File: src/rtl/aes_pkg.sv
// Shared AES constants, FSM encoding and GF(2^8) / row-permutation helpers.
// Byte i of a 128-bit value sits at bits [127-8*i -: 8]; column c holds bytes 4c..4c+3.
package aes_pkg;

    localparam int AES128_NR = 10;
    localparam int AES192_NR = 12;
    localparam int AES256_NR = 14;

    localparam logic [1:0] ST_IDLE = 2'd0;
    localparam logic [1:0] ST_INIT = 2'd1;
    localparam logic [1:0] ST_SUB  = 2'd2;
    localparam logic [1:0] ST_UPD  = 2'd3;

    function automatic logic [7:0] xtime(input logic [7:0] b);
        return {b[6:0], 1'b0} ^ (b[7] ? 8'h1b : 8'h00);
    endfunction

    function automatic logic [7:0] gf_mul9(input logic [7:0] b);
        return xtime(xtime(xtime(b))) ^ b;
    endfunction

    function automatic logic [7:0] gf_mul11(input logic [7:0] b);
        return xtime(xtime(xtime(b))) ^ xtime(b) ^ b;
    endfunction

    function automatic logic [7:0] gf_mul13(input logic [7:0] b);
        return xtime(xtime(xtime(b))) ^ xtime(xtime(b)) ^ b;
    endfunction

    function automatic logic [7:0] gf_mul14(input logic [7:0] b);
        return xtime(xtime(xtime(b))) ^ xtime(xtime(b)) ^ xtime(b);
    endfunction

    // Row r rotates left by r columns.
    function automatic logic [127:0] shift_rows(input logic [127:0] s);
        logic [127:0] o;
        o = '0;
        for (int c = 0; c < 4; c++)
            for (int r = 0; r < 4; r++)
                o[127 - 8*(4*c + r) -: 8] = s[127 - 8*(4*((c + r) % 4) + r) -: 8];
        return o;
    endfunction

    function automatic logic [127:0] inv_shift_rows(input logic [127:0] s);
        logic [127:0] o;
        o = '0;
        for (int c = 0; c < 4; c++)
            for (int r = 0; r < 4; r++)
                o[127 - 8*(4*c + r) -: 8] = s[127 - 8*(4*((c + 4 - r) % 4) + r) -: 8];
        return o;
    endfunction

endpackage

File: src/rtl/aes_mix_columns.sv
// Combinational MixColumns / InvMixColumns over all four columns, selected by inv_i.
module aes_mix_columns
    import aes_pkg::*;
(
    input  logic         inv_i,
    input  logic [127:0] state_i,
    output logic [127:0] state_o
);

    function automatic logic [31:0] mix_col(input logic [31:0] col);
        logic [7:0] a0, a1, a2, a3;
        {a0, a1, a2, a3} = col;
        return {xtime(a0) ^ xtime(a1) ^ a1 ^ a2 ^ a3,
                a0 ^ xtime(a1) ^ xtime(a2) ^ a2 ^ a3,
                a0 ^ a1 ^ xtime(a2) ^ xtime(a3) ^ a3,
                xtime(a0) ^ a0 ^ a1 ^ a2 ^ xtime(a3)};
    endfunction

    function automatic logic [31:0] inv_mix_col(input logic [31:0] col);
        logic [7:0] a0, a1, a2, a3;
        {a0, a1, a2, a3} = col;
        return {gf_mul14(a0) ^ gf_mul11(a1) ^ gf_mul13(a2) ^ gf_mul9(a3),
                gf_mul9(a0)  ^ gf_mul14(a1) ^ gf_mul11(a2) ^ gf_mul13(a3),
                gf_mul13(a0) ^ gf_mul9(a1)  ^ gf_mul14(a2) ^ gf_mul11(a3),
                gf_mul11(a0) ^ gf_mul13(a1) ^ gf_mul9(a2)  ^ gf_mul14(a3)};
    endfunction

    for (genvar c = 0; c < 4; c++) begin : g_col
        assign state_o[127 - 32*c -: 32] = inv_i ? inv_mix_col(state_i[127 - 32*c -: 32])
                                                 : mix_col(state_i[127 - 32*c -: 32]);
    end

endmodule

File: src/rtl/aes_core_iter.sv
// Iterative AES encipher/decipher core with external key schedule and shared S-boxes.
// Optional macro AES_CYCLE_CNT_EN adds an 8-bit saturating per-block cycle_count output.
module aes_core_iter
    import aes_pkg::*;
#(
    parameter int NR         = AES128_NR,
    parameter int SBOX_LANES = 1
) (
    input  logic                      clk,
    input  logic                      reset,
    input  logic                      init,
    input  logic                      mode,
    input  logic [127:0]              block,
    input  logic [127:0]              round_key,
    output logic [3:0]                round_idx,
    output logic [32*SBOX_LANES-1:0]  sboxw,
    input  logic [32*SBOX_LANES-1:0]  new_sboxw,
    input  logic [32*SBOX_LANES-1:0]  new_inv_sboxw,
    output logic [127:0]              result,
`ifdef AES_CYCLE_CNT_EN
    output logic [7:0]                cycle_count,
`endif
    output logic                      ready
);

    localparam int         SUB_CYCLES = 4 / SBOX_LANES;
    localparam logic [3:0] NR_L       = 4'(NR);

    logic [1:0]              fsm_q, fsm_d;
    logic                    mode_q, mode_d;
    logic [127:0]            state_q, state_d;
    logic [3:0]              rnd_q, rnd_d;
    logic [1:0]              wcnt_q, wcnt_d;
    logic [127:0]            result_q, result_d;
    logic [32*SBOX_LANES-1:0] sub_res;
    logic [127:0]            addkey, mix_in, mix_out, upd_state;
    logic                    last_round;

    assign last_round = (rnd_q == NR_L);
    assign sub_res    = mode_q ? new_inv_sboxw : new_sboxw;
    assign addkey     = state_q ^ round_key;

    // One MixColumns instance serves both directions: ShiftRows output when
    // enciphering, the key-added state when deciphering.
    assign mix_in = mode_q ? addkey : shift_rows(state_q);

    aes_mix_columns u_mix (
        .inv_i   (mode_q),
        .state_i (mix_in),
        .state_o (mix_out)
    );

    always_comb begin
        if (mode_q)
            upd_state = last_round ? addkey : inv_shift_rows(mix_out);
        else
            upd_state = (last_round ? mix_in : mix_out) ^ round_key;
    end

    always_comb begin
        round_idx = '0;
        if (fsm_q == ST_INIT)
            round_idx = mode_q ? NR_L : 4'd0;
        else if (fsm_q == ST_UPD)
            round_idx = mode_q ? NR_L - rnd_q : rnd_q;
    end

    always_comb begin
        // NOTE: every output of this block gets a default first, so no path can infer a latch.
        fsm_d    = fsm_q;
        mode_d   = mode_q;
        state_d  = state_q;
        rnd_d    = rnd_q;
        wcnt_d   = wcnt_q;
        result_d = result_q;
        sboxw    = '0;
        case (fsm_q)
            ST_IDLE: begin
                if (init) begin
                    fsm_d   = ST_INIT;
                    mode_d  = mode;
                    state_d = block;
                end
            end
            ST_INIT: begin
                state_d = mode_q ? inv_shift_rows(addkey) : addkey;
                rnd_d   = 4'd1;
                wcnt_d  = '0;
                fsm_d   = ST_SUB;
            end
            ST_SUB: begin
                // Lane 0 occupies the top 32 bits of sboxw; words go out w0 first.
                for (int w = 0; w < 4; w++) begin
                    if (wcnt_q == 2'(w / SBOX_LANES)) begin
                        sboxw[32*(SBOX_LANES-1-(w % SBOX_LANES)) +: 32] = state_q[32*(3-w) +: 32];
                        state_d[32*(3-w) +: 32] = sub_res[32*(SBOX_LANES-1-(w % SBOX_LANES)) +: 32];
                    end
                end
                if (wcnt_q == 2'(SUB_CYCLES - 1)) begin
                    wcnt_d = '0;
                    fsm_d  = ST_UPD;
                end else begin
                    wcnt_d = wcnt_q + 2'd1;
                end
            end
            default: begin
                state_d = upd_state;
                if (last_round) begin
                    result_d = upd_state;
                    fsm_d    = ST_IDLE;
                end else begin
                    rnd_d = rnd_q + 4'd1;
                    fsm_d = ST_SUB;
                end
            end
        endcase
    end

    always_ff @(posedge clk) begin
        // NOTE: sequential state uses non-blocking assignments so every register samples pre-edge values.
        if (reset) begin
            fsm_q    <= ST_IDLE;
            mode_q   <= 1'b0;
            state_q  <= '0;
            rnd_q    <= '0;
            wcnt_q   <= '0;
            result_q <= '0;
        end else begin
            fsm_q    <= fsm_d;
            mode_q   <= mode_d;
            state_q  <= state_d;
            rnd_q    <= rnd_d;
            wcnt_q   <= wcnt_d;
            result_q <= result_d;
        end
    end

    assign ready  = (fsm_q == ST_IDLE);
    assign result = result_q;

`ifdef AES_CYCLE_CNT_EN
    logic [7:0] run_cnt_q, cycle_count_q;

    // run_cnt_q is 1 during INIT, so it equals the elapsed cycles when the last UPD retires.
    always_ff @(posedge clk) begin
        if (reset) begin
            run_cnt_q     <= '0;
            cycle_count_q <= '0;
        end else begin
            if (fsm_q == ST_IDLE) begin
                if (init)
                    run_cnt_q <= 8'd1;
            end else if (run_cnt_q != 8'hff) begin
                run_cnt_q <= run_cnt_q + 8'd1;
            end
            if (fsm_q == ST_UPD && last_round)
                cycle_count_q <= run_cnt_q;
        end
    end

    assign cycle_count = cycle_count_q;
`endif

endmodule

File: config.mk
export PLATFORM = sky130hd
export DESIGN_NAME = aes_core_iter
export DESIGN_NICKNAME = d
export VERILOG_FILES = /design/src/rtl/aes_pkg.sv /design/src/rtl/aes_mix_columns.sv /design/src/rtl/aes_core_iter.sv
export SDC_FILE = /design/constraint.sdc
export NUM_CORES = 2
export LEC_CHECK = 0
export ABC_AREA = 1
export BUFFER_PORTS_ARGS = -buffer_cell sky130_fd_sc_hd__buf_4
export CAP_MARGIN = 10
export CORE_MARGIN = 2
export CORE_UTILIZATION = 57
export CTS_BUF_LIST = sky130_fd_sc_hd__clkbuf_8
export CTS_CLUSTER_SIZE = 24
export DETAILED_ROUTE_END_ITERATION = 8
export PLACE_DENSITY_LB_ADDON = 0.15
export SLEW_MARGIN = 20
export SYNTH_ARGS = -nofsm -noshare
export SYNTH_HDL_FRONTEND = slang
export SYNTH_HIERARCHICAL = 1
export SYNTH_SLANG_ARGS = --single-unit
File: constraint.sdc
create_clock -name clk -period 2.7 [get_ports clk]
set_input_delay 0.135 -clock clk [delete_from_list [all_inputs] [get_ports clk]]
set_output_delay 0.135 -clock clk [all_outputs]
set_load 0.05 [all_outputs]
==> summary.md, run 1 <==
| Metric | Value |
|---|---|
| Asr flop ratio synth | 0 |
| DIE WIDTH | 286 um |
| Num ports | 489 |
| Global-route usage over all layers | 0.797 |
| Error | [ERROR GRT-0116] Global routing finished with congestion. Check the congestion regions in the DRC Viewer. |
| CTS root buffer | clkbuf_8 |
| Most used DFF post-synth | dfxtp_1 |
| Yosys warns | 6 |
| Vias in the first global route | 82100 |
| Unique masters post-synth | 51 |
| CTS Buf Count | 54 |
| Die height | 286 um |
| Pre-CTS setup slack | -1.02 ns |
| Clock tree buffer depth | 3 |
| Routability cong. | 1.15 |
| Number of flops mapped to enable cells by yosys | 0 |
| Cell Area, Synth | 45200 sq um |
| H-tree depth | 2 |
| Synth Instances | 8399 |
| Sequential fraction of the synthesis area | 0.117 |
| Syn_area_per_cell | 5.38 sq um |
| DP HPWL | 203000 um |
| Net Count, Synth | 8734 |
| Starting Density | 0.574 |
| Status | aborted with a tool error |
| FP Rows | 103 |
| Port bufs | 488 |
| Largest net degree at the start of global routing | 132 |
| Flops & latches, synth | 265 |
| Failing step | global routing (5_1_grt) |
| Clk sinks | 265 |
| First-pass GRT wire length | 510000 um |
| Grt total ovfl | 512 |
[metal layers]
| metal | GRT overflow | track usage |
|---|---|---|
| met1 | 14 | 0.792 |
| met2 | 291 | 0.979 |
| met3 | 19 | 0.624 |
| met4 | 188 | 0.808 |
| met5 | 0 | 0.309 |
[kinds of logic after synthesis]
kind of cell,share of synthesized area
DFF,0.117
AOI/OAI and AO/OA,0.107
adders and majority gates,0.00305
buffers and inverters,0.124
and+or+nand+nor,0.484
xor gates and xnor gates,0.164
muxes,0.000443
[through the flow]
stage / hold WS [ns] / instance area (sq um) / utilization / TNS, ns / std cells
global placement: 0.481 / 62400 / 0.793 / -185.82 / 11300
floorplan: 0.291 / 45300 / - / -0.0495 / 8399
detailed placement: 0.485 / 62400 / 0.793 / -201.93 / 11300
CTS: 0.00250 / 71100 / 0.903 / -152.54 / 11700
[Yosys cell counts, types with 40 or more instances]
cell type	count	share of area
buf_2	154	0.017
nand2_2	62	0.0086
inv_1	852	0.071
a21oi_1	267	0.030
nand2_1	3238	0.27
nor2_1	332	0.028
xor2_1	526	0.10
buf_4	40	0.0066
clkbuf_1	166	0.014
and2_1	108	0.015
nand3_1	1247	0.14
o21ai_0	329	0.036
nand3_2	60	0.013
xnor2_1	269	0.052
o211ai_1	128	0.021
dfxtp_1	265	0.12
[what timing repair did]
| action | 4_1_cts |
|---|---|
| cloned | 15 |
| resized for setup | 1059 |
| hold buffers | 236 |
| endpoints found under the hold margin | 253 |
| pin swaps | 304 |
| buffers inserted | 100 |
| setup endpoints to repair | 292 |
==> run 2, diff against run 1 <==
--- a/config.mk
+++ b/config.mk
@@ -9,9 +9,7 @@
 export BUFFER_PORTS_ARGS = -buffer_cell sky130_fd_sc_hd__buf_4
 export CAP_MARGIN = 10
 export CORE_MARGIN = 2
-export CORE_UTILIZATION = 57
-export CTS_BUF_LIST = sky130_fd_sc_hd__clkbuf_8
-export CTS_CLUSTER_SIZE = 24
+export CORE_UTILIZATION = 40
 export DETAILED_ROUTE_END_ITERATION = 8
 export PLACE_DENSITY_LB_ADDON = 0.15
 export SLEW_MARGIN = 20
==> constraint.sdc (replaced) <==
create_clock -name clk -period 3.5 [get_ports clk]
set_input_delay 0.175 -clock clk [delete_from_list [all_inputs] [get_ports clk]]
set_output_delay 0.175 -clock clk [all_outputs]
set_load 0.05 [all_outputs]
==> run 2 against run 1 <==
Compared with the run above:
- the flow now finishes, with violations (setup timing)
- synthesized area is the same
- synthesized cell count unchanged
==> summary.md, run 2 <==
| Metric | Value |
|---|---|
| Status | complete, but fails checks |
| Failing checks | setup timing |
| H-tree depth | 2 (unchanged) |
| Crit path kind | reg2reg |
| Worst Setup End Kind | flip-flop |
| Num ports | 489 (unchanged) |
| Yosys warns | 6 (unchanged) |
| Worst setup margin | -0.179 ns |
| Clk pin slew, worst setup/hold paths | 0.07 ns |
| Synth top area cells | nand2_1, nand3_1, dfxtp_1, xor2_1, inv_1 |
| Max-cap violation count | 0 |
| Register Area | 5310 sq um |
| Worst-path fanout max | 25 |
| First-pass GRT wire length | 395000 um |
| Vias per Instance | 5.55 |
| Syn_area_per_cell | 5.38 sq um (unchanged) |
| Count of pins over their slew limit | 0 |
| DIE WIDTH | 340 um (+19%) |
| Critical Path AT | 4.17 ns |
| Unrepaired setup endpoints after global routing | true |
| Flops & latches, synth | 265 (unchanged) |
| Die footprint | 116000 sq um |
| Starting Density | 0.402 (-0.172) |
| ANT nets after route | 0 |
| Tmin final | 3.68 ns |
| Commonest cells after routing, fill and taps aside | nand2_1, buf_4, nand3_1 |
| Top cell type's share of synthesized area | 0.269 (unchanged) |
| Most used DFF post-synth | dfxtp_1 |
| Clk sinks | 265 (unchanged) |
| Critical Path Source Type | flip-flop |
| Number of fill cells | 11400 |
| Slew headroom | 0.162 |
| Initial antenna violation count | 29 |
| Global-route usage over all layers | 0.463 |
| Grt total ovfl | 0 |
| Largest net degree at the start of global routing | 155 |
| Top cell type by total area after synthesis | nand2_1 |
| Cell Area, Synth | 45200 sq um (unchanged) |
| Vias after detailed routing | 64800 |
| Worst slew pin tran | 1.24 ns |
| DRC viols | 0 |
| FP Rows | 123 (+19%) |
| Routed wire length per instance | 24.1 um |
| Syn-to-layout area delta | 46.8% |
| Commonest non-fill, non-tap cell in the layout | nand2_1 |
| Drt pass-1 iters | 8 |
| CTS Buf Count | 40 (-26%) |
| Most instantiated library cell after synthesis | nand2_1 |
| Core Util, Final | 0.590 |
| Number of flops mapped to enable cells by yosys | 0 (unchanged) |
| Routed WL | 281000 um |
| DP HPWL | 228000 um (+12%) |
| Fmax | 0.272 GHz |
| Inst Count DP | 11500 (+1.7%) |
| Clock tree buffer depth | 3 (unchanged) |
| Multi-input logic area | 36400 sq um |
| Port bufs | 488 (unchanged) |
| Clock latency on the worst-skew pair | 0.68 ns |
| Net Count, Synth | 8734 (unchanged) |
| Hold Path Class | in2reg |
| Vias in the first global route | 58400 |
| Clk_skew | 0.0845 ns |
| Asr flop ratio synth | 0 (unchanged) |
| Synth Instances | 8399 (unchanged) |
| Smallest hold slack | 0.0138 ns |
| Fin crit share | 1.05 |
| Critical Path RT | 3.99 ns |
| Layout cells sized above 1 | 0.277 |
| Core box area | 112000 sq um |
| Sequential fraction of the synthesis area | 0.117 (unchanged) |
| CTS tree | yes |
| CTS root buffer | clkbuf_16 |
| Final hold violation count | 0 |
| 1st-iter DRT viols | 8385 |
| Final setup vio count | 161 |
| Commonest cells post-synth | nand2_1, nand3_1, inv_1 |
| Routability cong. | 1.09 (-5.3%) |
| Unique masters post-synth | 51 (unchanged) |
| Final #Nets | 10500 |
| Final cell count without fillers | 11700 |
| Die height | 340 um (+19%) |
| Pre-CTS setup slack | -0.307 ns (+0.716 ns) |
run 2: cell counts after synthesis:
No cell type changed its count.
run 2: layout make-up:
type / instances / area share
clock inverters: 19 / 0.00511
diodes: 14 / 0.000528
repair buffers: 2134 / 0.268
inverters: 892 / 0.0525
clock buffers: 52 / 0.0170
multi-input cells: 6808 / 0.548
well taps: 1500 / 0.0283
repair inverters: 1 / 0.000132
flip-flops and latches: 265 / 0.0800
run 2: layer usage:
layer,part of all wire,vias up,GRT usage
met5,0.00052,-,0
met4,0.078,24,0.302
met3,0.13,873,0.129
met2,0.40,4081,0.670
met1,0.39,29800,0.599
li1,-,30000,-
run 2: per-stage QoR:
stage / instance area [sq um] / setup TNS, ns
4_1_cts: 65300 / -0.669
3_3_place_gp: 61100 / -18.65
3_5_place_dp: 61100 / -27.77
6_report: 66300 / -9.34
5_1_grt: 66300 / -46.87
2_1_floorplan: 45200 / 0
run 2: repair_timing:
item	4_1_cts	5_1_grt
resized for setup	403	234
setup buffers	33	12
hold buffers	91	0
pin swaps	50	36
cloned	3	2
endpoints found under the hold margin	117	0
endpoints found under the setup margin	239	267
run 2: worst paths after layout:
kind               from      endpoint  slack [ns]  depth (start not counted)
min          block[106]  state_q[106]        0.01                          7
min reg2reg  state_q[7]    state_q[7]        0.50                          2
max reg2reg      mode_q    result[25]       -0.18                         22
max              mode_q    result[25]       -0.18                         22
run 2: cell families (layout without fill, tap and decap cells):
logic type	after synthesis	in the layout	share of synthesized area
fa+ha+maj	11	11	0.00305
buf+inv	1326	3098	0.124
flops	265	265	0.117
simple gates	5129	5129	0.484
other cells	0	14	0
xor+xnor	819	819	0.164
mux	2	2	0.000443
compound gates	847	847	0.107
run 2: critical path: stages, from the launching register on:
cell and delay [ns]:
dfxtp_4 0.36, buf_12 0.17, clkinv_16 0.13, buf_12 0.19, buf_12 0.14, nand2_1 0.08
nand2_1 0.09, buf_12 0.15, inv_1 0.08, buf_4 0.16, buf_4 0.20, xor2_1 0.18
xor2_1 0.38, nand2_1 0.10, nand2_1 0.07, o22ai_1 0.08, buf_4 0.21, nand2_1 0.11
nor2_1 0.05, a31oi_1 0.22, nand3_1 0.16, o211ai_1 0.11, inv_1 0.05
Power of run 2 is not shown: default switching activity piles up to over one toggle a cycle in this logic, so the estimate is an artifact.
